File: src/rtl/trigger_event_capture.sv
// Trigger event capture: timestamps rising stage flags into a small record
// FIFO and fires one width-programmable external trigger pulse per arm.
// Ports: rxclk/adc_rst (clock, async active-high reset), trig_enable (arm;
// low = synchronous clear), detect_pls[4:1] (stage flags), pulse_tof and
// trig_width (sampled data/config), trig_out (registered trigger),
// evt_valid/evt_ready (record handshake), evt_mask/evt_tstamp/evt_tof (head
// record), evt_level (occupancy), evt_overflow (sticky drop flag).
// Latency: a captured record is visible on evt_valid the edge after capture.
// Backpressure: records queue while evt_ready is low; a capture into a full
// FIFO without a same-cycle pop is dropped and flags evt_overflow.
module trigger_event_capture #(
    parameter int C_S_AXI_DATA_WIDTH = 32,
    parameter int FIFO_DEPTH         = 4
) (
    input  logic                            rxclk,
    input  logic                            adc_rst,
    input  logic                            trig_enable,
    input  logic [7:0]                      detect_pls,
    input  logic [C_S_AXI_DATA_WIDTH-1:0]   pulse_tof,
    input  logic [C_S_AXI_DATA_WIDTH-1:0]   trig_width,
    output logic                            trig_out,
    output logic                            evt_valid,
    input  logic                            evt_ready,
    output logic [3:0]                      evt_mask,
    output logic [C_S_AXI_DATA_WIDTH-1:0]   evt_tstamp,
    output logic [C_S_AXI_DATA_WIDTH-1:0]   evt_tof,
    output logic [$clog2(FIFO_DEPTH):0]     evt_level,
    output logic                            evt_overflow
);

    localparam int W  = C_S_AXI_DATA_WIDTH;
    localparam int AW = $clog2(FIFO_DEPTH);
    localparam int LW = AW + 1;

    typedef enum logic [1:0] {
        IDLE  = 2'd0,
        PULSE = 2'd1,
        DONE  = 2'd2
    } state_t;

    // Only stage flags [4:1] carry meaning; the rest are deliberately dropped.
    logic unused_pls;
    assign unused_pls = ^{detect_pls[7:5], detect_pls[0]};

    logic [W-1:0]  tstamp;
    logic [3:0]    prev;
    logic [3:0]    rise;
    logic [AW-1:0] wr_ptr;
    logic [AW-1:0] rd_ptr;
    logic [LW-1:0] level;
    logic          overflow;

    logic [3:0]    mem_mask [FIFO_DEPTH];
    logic [W-1:0]  mem_ts   [FIFO_DEPTH];
    logic [W-1:0]  mem_tof  [FIFO_DEPTH];

    logic          capture;
    logic          full;
    logic          pop;
    logic          wr_en;

    state_t        state_q, state_d;
    logic [W-1:0]  cnt_q, cnt_d;
    logic          trig_q, trig_d;

    // Gating rise with trig_enable means a rise on the clearing edge is lost.
    assign rise    = detect_pls[4:1] & ~prev;
    assign capture = trig_enable && (rise != 4'd0);
    assign full    = (level == LW'(FIFO_DEPTH));
    assign pop     = evt_valid && evt_ready;
    // A pop in the same cycle frees the slot, so a full FIFO can still accept.
    assign wr_en   = capture && (!full || pop);

    // ---------------------------------------------------------------
    // Timestamp, edge history and FIFO bookkeeping
    // ---------------------------------------------------------------
    always_ff @(posedge rxclk or posedge adc_rst) begin
        if (adc_rst) begin
            tstamp   <= '0;
            prev     <= '0;
            wr_ptr   <= '0;
            rd_ptr   <= '0;
            level    <= '0;
            overflow <= 1'b0;
        end else if (!trig_enable) begin
            tstamp   <= '0;
            prev     <= '0;
            wr_ptr   <= '0;
            rd_ptr   <= '0;
            level    <= '0;
            overflow <= 1'b0;
        end else begin
            tstamp <= tstamp + W'(1);
            prev   <= detect_pls[4:1];
            if (wr_en) begin
                wr_ptr <= wr_ptr + AW'(1);
            end
            if (pop) begin
                rd_ptr <= rd_ptr + AW'(1);
            end
            case ({wr_en, pop})
                2'b10:   level <= level + LW'(1);
                2'b01:   level <= level - LW'(1);
                default: level <= level;
            endcase
            if (capture && full && !pop) begin
                overflow <= 1'b1;
            end
        end
    end

    // Storage needs no reset: it is only observed through valid-gated outputs.
    always_ff @(posedge rxclk) begin
        if (wr_en) begin
            mem_mask[wr_ptr] <= rise;
            mem_ts[wr_ptr]   <= tstamp;
            mem_tof[wr_ptr]  <= pulse_tof;
        end
    end

    assign evt_valid    = (level != '0);
    assign evt_level    = level;
    assign evt_overflow = overflow;
    assign evt_mask     = evt_valid ? mem_mask[rd_ptr] : 4'd0;
    assign evt_tstamp   = evt_valid ? mem_ts[rd_ptr]   : '0;
    assign evt_tof      = evt_valid ? mem_tof[rd_ptr]  : '0;

    // ---------------------------------------------------------------
    // Trigger pulse FSM
    // ---------------------------------------------------------------
    always_ff @(posedge rxclk or posedge adc_rst) begin
        if (adc_rst) begin
            state_q <= IDLE;
            cnt_q   <= '0;
            trig_q  <= 1'b0;
        end else begin
            state_q <= state_d;
            cnt_q   <= cnt_d;
            trig_q  <= trig_d;
        end
    end

    always_comb begin
        state_d = state_q;
        cnt_d   = cnt_q;
        trig_d  = trig_q;
        if (!trig_enable) begin
            state_d = IDLE;
            cnt_d   = '0;
            trig_d  = 1'b0;
        end else begin
            case (state_q)
                IDLE: begin
                    if (rise[3]) begin
                        state_d = PULSE;
                        // Width is latched here so later changes cannot stretch it.
                        cnt_d   = (trig_width == '0) ? W'(1) : trig_width;
                        trig_d  = 1'b1;
                    end
                end
                PULSE: begin
                    if (cnt_q <= W'(1)) begin
                        state_d = DONE;
                        trig_d  = 1'b0;
                    end else begin
                        cnt_d = cnt_q - W'(1);
                    end
                end
                DONE: begin
                    // One trigger per arm: wait here until trig_enable drops.
                    trig_d = 1'b0;
                end
                default: begin
                    state_d = IDLE;
                    cnt_d   = '0;
                    trig_d  = 1'b0;
                end
            endcase
        end
    end

    assign trig_out = trig_q;

endmodule

File: config.mk
export PLATFORM = sky130hd
export DESIGN_NAME = trigger_event_capture
export DESIGN_NICKNAME = d
export VERILOG_FILES = /design/src/rtl/trigger_event_capture.sv
export SDC_FILE = /design/constraint.sdc
export NUM_CORES = 1
export LEC_CHECK = 0
export BUFFER_PORTS_ARGS = -buffer_cell sky130_fd_sc_hd__buf_2
export CORE_MARGIN = 4
export CORE_UTILIZATION = 40
export CTS_BUF_LIST = sky130_fd_sc_hd__clkbuf_8
export CTS_CLUSTER_DIAMETER = 100
export DETAILED_ROUTE_END_ITERATION = 10
export GPL_ROUTABILITY_DRIVEN = 0
export PLACE_DENSITY = 0.62
export SYNTH_ARGS = -nofsm -noshare
export SYNTH_HDL_FRONTEND = slang
export SYNTH_SLANG_ARGS = --single-unit
File: constraint.sdc
create_clock -name rxclk -period 8.7 [get_ports rxclk]
set_input_delay 0 -clock rxclk [delete_from_list [all_inputs] [get_ports rxclk]]
set_output_delay 0 -clock rxclk [all_outputs]
set_load 0.005 [all_outputs]
==> metrics.log <==
[metrics] outcome: completed
[metrics] worst setup margin: 5079 ps
[metrics] clock latency reported for the late side of the worst-skew pair: 620 ps
[metrics] flip-flop and latch count after synthesis: 351
[metrics] total routed wirelength: 32430 µm
[metrics] standard-cell row count: 70
[metrics] setup TNS: 0 ps
[metrics] vertical die dimension: 200.0 µm
[metrics] total power: 4.501 mW
[metrics] core outline area: 36520 µm²
[metrics] Synthesized Nets: 1020
[metrics] instance count after placement with tap cells included: 1513
[metrics] deepest clock path buffer count: 3
[metrics] number of standard cells in the layout, taps in and fillers out: 1693
[metrics] slew margin rel.: 23.90%
[metrics] number of synthesized flops with an enable pin: 272
[metrics] Final Hold Vio Count: 0
[metrics] clock tree from TritonCTS: built
[metrics] slowest stage delay, CP: 860 ps
[metrics] Max Clock Freq: 276.2 MHz
[metrics] vias in the first global route: 9163
[metrics] leakage power figure: 6.638 nW
[metrics] top-level port count: 150
[metrics] CTS H-tree lvls: 2
[metrics] RSZ-0062 raised after global routing: no
[metrics] top_reg_cell synth: sky130_fd_sc_hd__edfxtp_1
[metrics] arrival time reported for the critical path endpoint: 4170 ps
[metrics] share of layout cells above drive strength 1: 25.80%
[metrics] Post-Synthesis Mean Instance Area: 15.76 µm²
[metrics] worst endpoint required time: 9250 ps
[metrics] vias: 8889
[metrics] commonest cells after routing, fill and taps aside: sky130_fd_sc_hd__edfxtp_1, sky130_fd_sc_hd__buf_2, sky130_fd_sc_hd__dlygate4sd3_1
[metrics] type of destination of the critical path: flip-flop
[metrics] Final Slew Violations: 0
[metrics] Total Nets Final: 1264
[metrics] number of distinct library cells after synthesis: 61
[metrics] first-pass GRT wire length: 50590 µm
[metrics] mapped cell area: 14750 µm²
[metrics] quantity of I/O buffers inserted on ports: 145
[metrics] Maximum Capacitance Violations: 0
[metrics] area growth from synthesis to final layout: 21.27%
[metrics] cts bufs inserted: 54
[metrics] endpoints failing setup: 0
[metrics] Avg WL per Cell: 19.15 µm
[metrics] pwr/cell area: 251.6 nW/µm²
[metrics] type of the worst min-delay path: in -> async
[metrics] post-route DRC violation count: 0
[metrics] Detail Route Antenna Nets: 0
[metrics] worst-case clock skew: 20.30 ps
[metrics] post-placement setup slack: 5503 ps
[metrics] starting density of the core: 40.39%
[metrics] most common cell after layout, fill and taps aside: sky130_fd_sc_hd__edfxtp_1
[metrics] cell family with the largest share of critical-path delay: simple AND/OR/NAND/NOR gates
[metrics] gr usage total: 16.25%
[metrics] largest vdd supply drop: 0.0001110 V
[metrics] Final HPWL DP: 18320 µm
[metrics] antenna cell count: 0
[metrics] fin crit period: 3621 ps
[metrics] antenna violations before repair: 0
[metrics] proportion of synthesized flip-flops having asynchronous set or reset: 22.51%
[metrics] post-synthesis sequential area ratio: 68.78%
[metrics] mean number of vias per cell: 5.250
[metrics] synthesis warning total: 0
[metrics] worst slew pin tran: 1137 ps
[metrics] clock sink count: 351
[metrics] Total Die Area: 40010 µm²
[metrics] router iterations before antenna repair: 5
[metrics] CP Launch Type: flip-flop
[metrics] CTS Root Buffer Type: sky130_fd_sc_hd__clkbuf_8
[metrics] Overflow after GRT: 0
[metrics] highest fanout seen on the critical path: 34
[metrics] share of the cycle needed by the critical path after routing: 41.62%
[metrics] clock slew at reported path FFs: 70 ps
[metrics] cells along the critical path: nor4_1 -> and2_1 -> nand4_2 -> a21oi_4 -> nand2_1 -> o21ai_0 -> dlygate4sd3_1
[metrics] Die X-Extent: 200.0 µm
[metrics] crit path kind: reg -> reg
[metrics] Critical-path top delay cell: sky130_fd_sc_hd__a21oi_4
[metrics] Crit path buffers/inverters: 1
[metrics] largest net degree at the start of global routing: 71
[metrics] violation count after the first detailed-routing iteration: 486
[metrics] post_cts resized: 0
[metrics] Post-Synthesis Cells: 936
## where the power goes
part           internal [mW]  leakage (nW)  switching [mW]
clock network          0.757         0.645           0.633
registers               1.98          3.59           0.104
logic                  0.513          2.41           0.513
total                   3.25          6.64            1.25
## sequential cells by signal, summed over array words and instances, names as in the netlist, 3 cells and up
| signal | count |
|---|---|
| mem_tof | 128 |
| mem_ts | 128 |
| cnt_q | 32 |
| tstamp | 32 |
| mem_mask | 16 |
| prev | 4 |
| evt_level | 3 |
## cells in the mapped netlist, drive strengths merged, types with 5 or more instances
cell type	n	area share [%]
a21oi	19	0.67
a221o	6	0.41
a221oi	8	0.48
a22oi	7	0.36
and2	75	3.2
and3	6	0.25
buf	12	0.38
clkbuf	35	0.89
dfrtp	79	13
edfxtp	272	55
ha	7	0.59
inv	20	0.51
mux4	68	10
nand2	33	0.84
nand2b	8	0.34
nand3	15	0.51
nand4	12	0.55
nor2	67	1.7
nor3	29	0.98
nor4	22	1.0
o21ai	25	0.85
or3	12	0.51
or4	5	0.31
xnor2	23	1.4
xor2	23	1.4
## tightest hold or removal path, cell delays in order
cell	delay, ps
sky130_fd_sc_hd__dlygate4sd3_1	540
sky130_fd_sc_hd__buf_2	130
sky130_fd_sc_hd__clkinv_2	510
## final timing paths
check	from	to	slack, ps	cells past startpoint
worst max-delay path	cnt_q[2]$_DFFE_PP0P_	cnt_q[24]$_DFFE_PP0P_	5080	7
worst min-delay path	adc_rst	cnt_q[29]$_DFFE_PP0P_	50	3
worst max register to register	cnt_q[2]$_DFFE_PP0P_	cnt_q[24]$_DFFE_PP0P_	5080	7
worst min register to register	evt_overflow$_DFFE_PP0P_	evt_overflow$_DFFE_PP0P_	510	2
max in group asynchronous	adc_rst	rd_ptr[0]$_DFFE_PP0P_	7540	4
min in group rxclk	pulse_tof[6]	mem_tof[0][6]$_DFFE_PP_	150	2
## cells by family (layout without fill, tap and decap cells)
family	Yosys count	in the layout	share of synthesized area (%)
compound gates	91	91	4.241
xor+xnor	46	46	2.731
fa+ha+maj	8	8	0.7295
buf+inv	67	356	1.781
flops	351	351	68.78
mux	70	70	10.52
simple gates	303	303	11.22
## stage by stage
stage,util [%],cell area [µm²],hold WS (ps)
global route,48.98,17890,68.73
floorplan,-,14750,98.87
global placement,43.79,15990,157.2
detailed placement,43.79,15990,160.1
finish,48.98,17890,51.04
CTS,48.98,17890,2.887
## final cells by class
| cell class | instances | area, µm² |
|---|---|---|
| Fill cell | 3095 | 18640 |
| Sequential cell | 351 | 10150 |
| Multi-Input combinational cell | 518 | 4372 |
| Timing Repair Buffer | 235 | 1599 |
| Clock buffer | 57 | 784.5 |
| Tap cell | 468 | 585.6 |
| Clock inverter | 44 | 317.8 |
| Inverter | 20 | 76.32 |
## layer usage
metal / wire length [µm] / GRT usage [%] / up-vias
met5: 0 / 0 / -
met4: 818 / 6.214 / 0
met3: 1853 / 3.508 / 58
met2: 16010 / 27.18 / 239
met1: 13740 / 20.95 / 4491
li1: - / - / 4101
## what timing repair did
item / CTS / global route
buffers inserted: 0 / 0
hold buffers: 79 / 0
hold endpoints to repair: 229 / 0
Note: power is estimated with default switching activity, not from simulation.
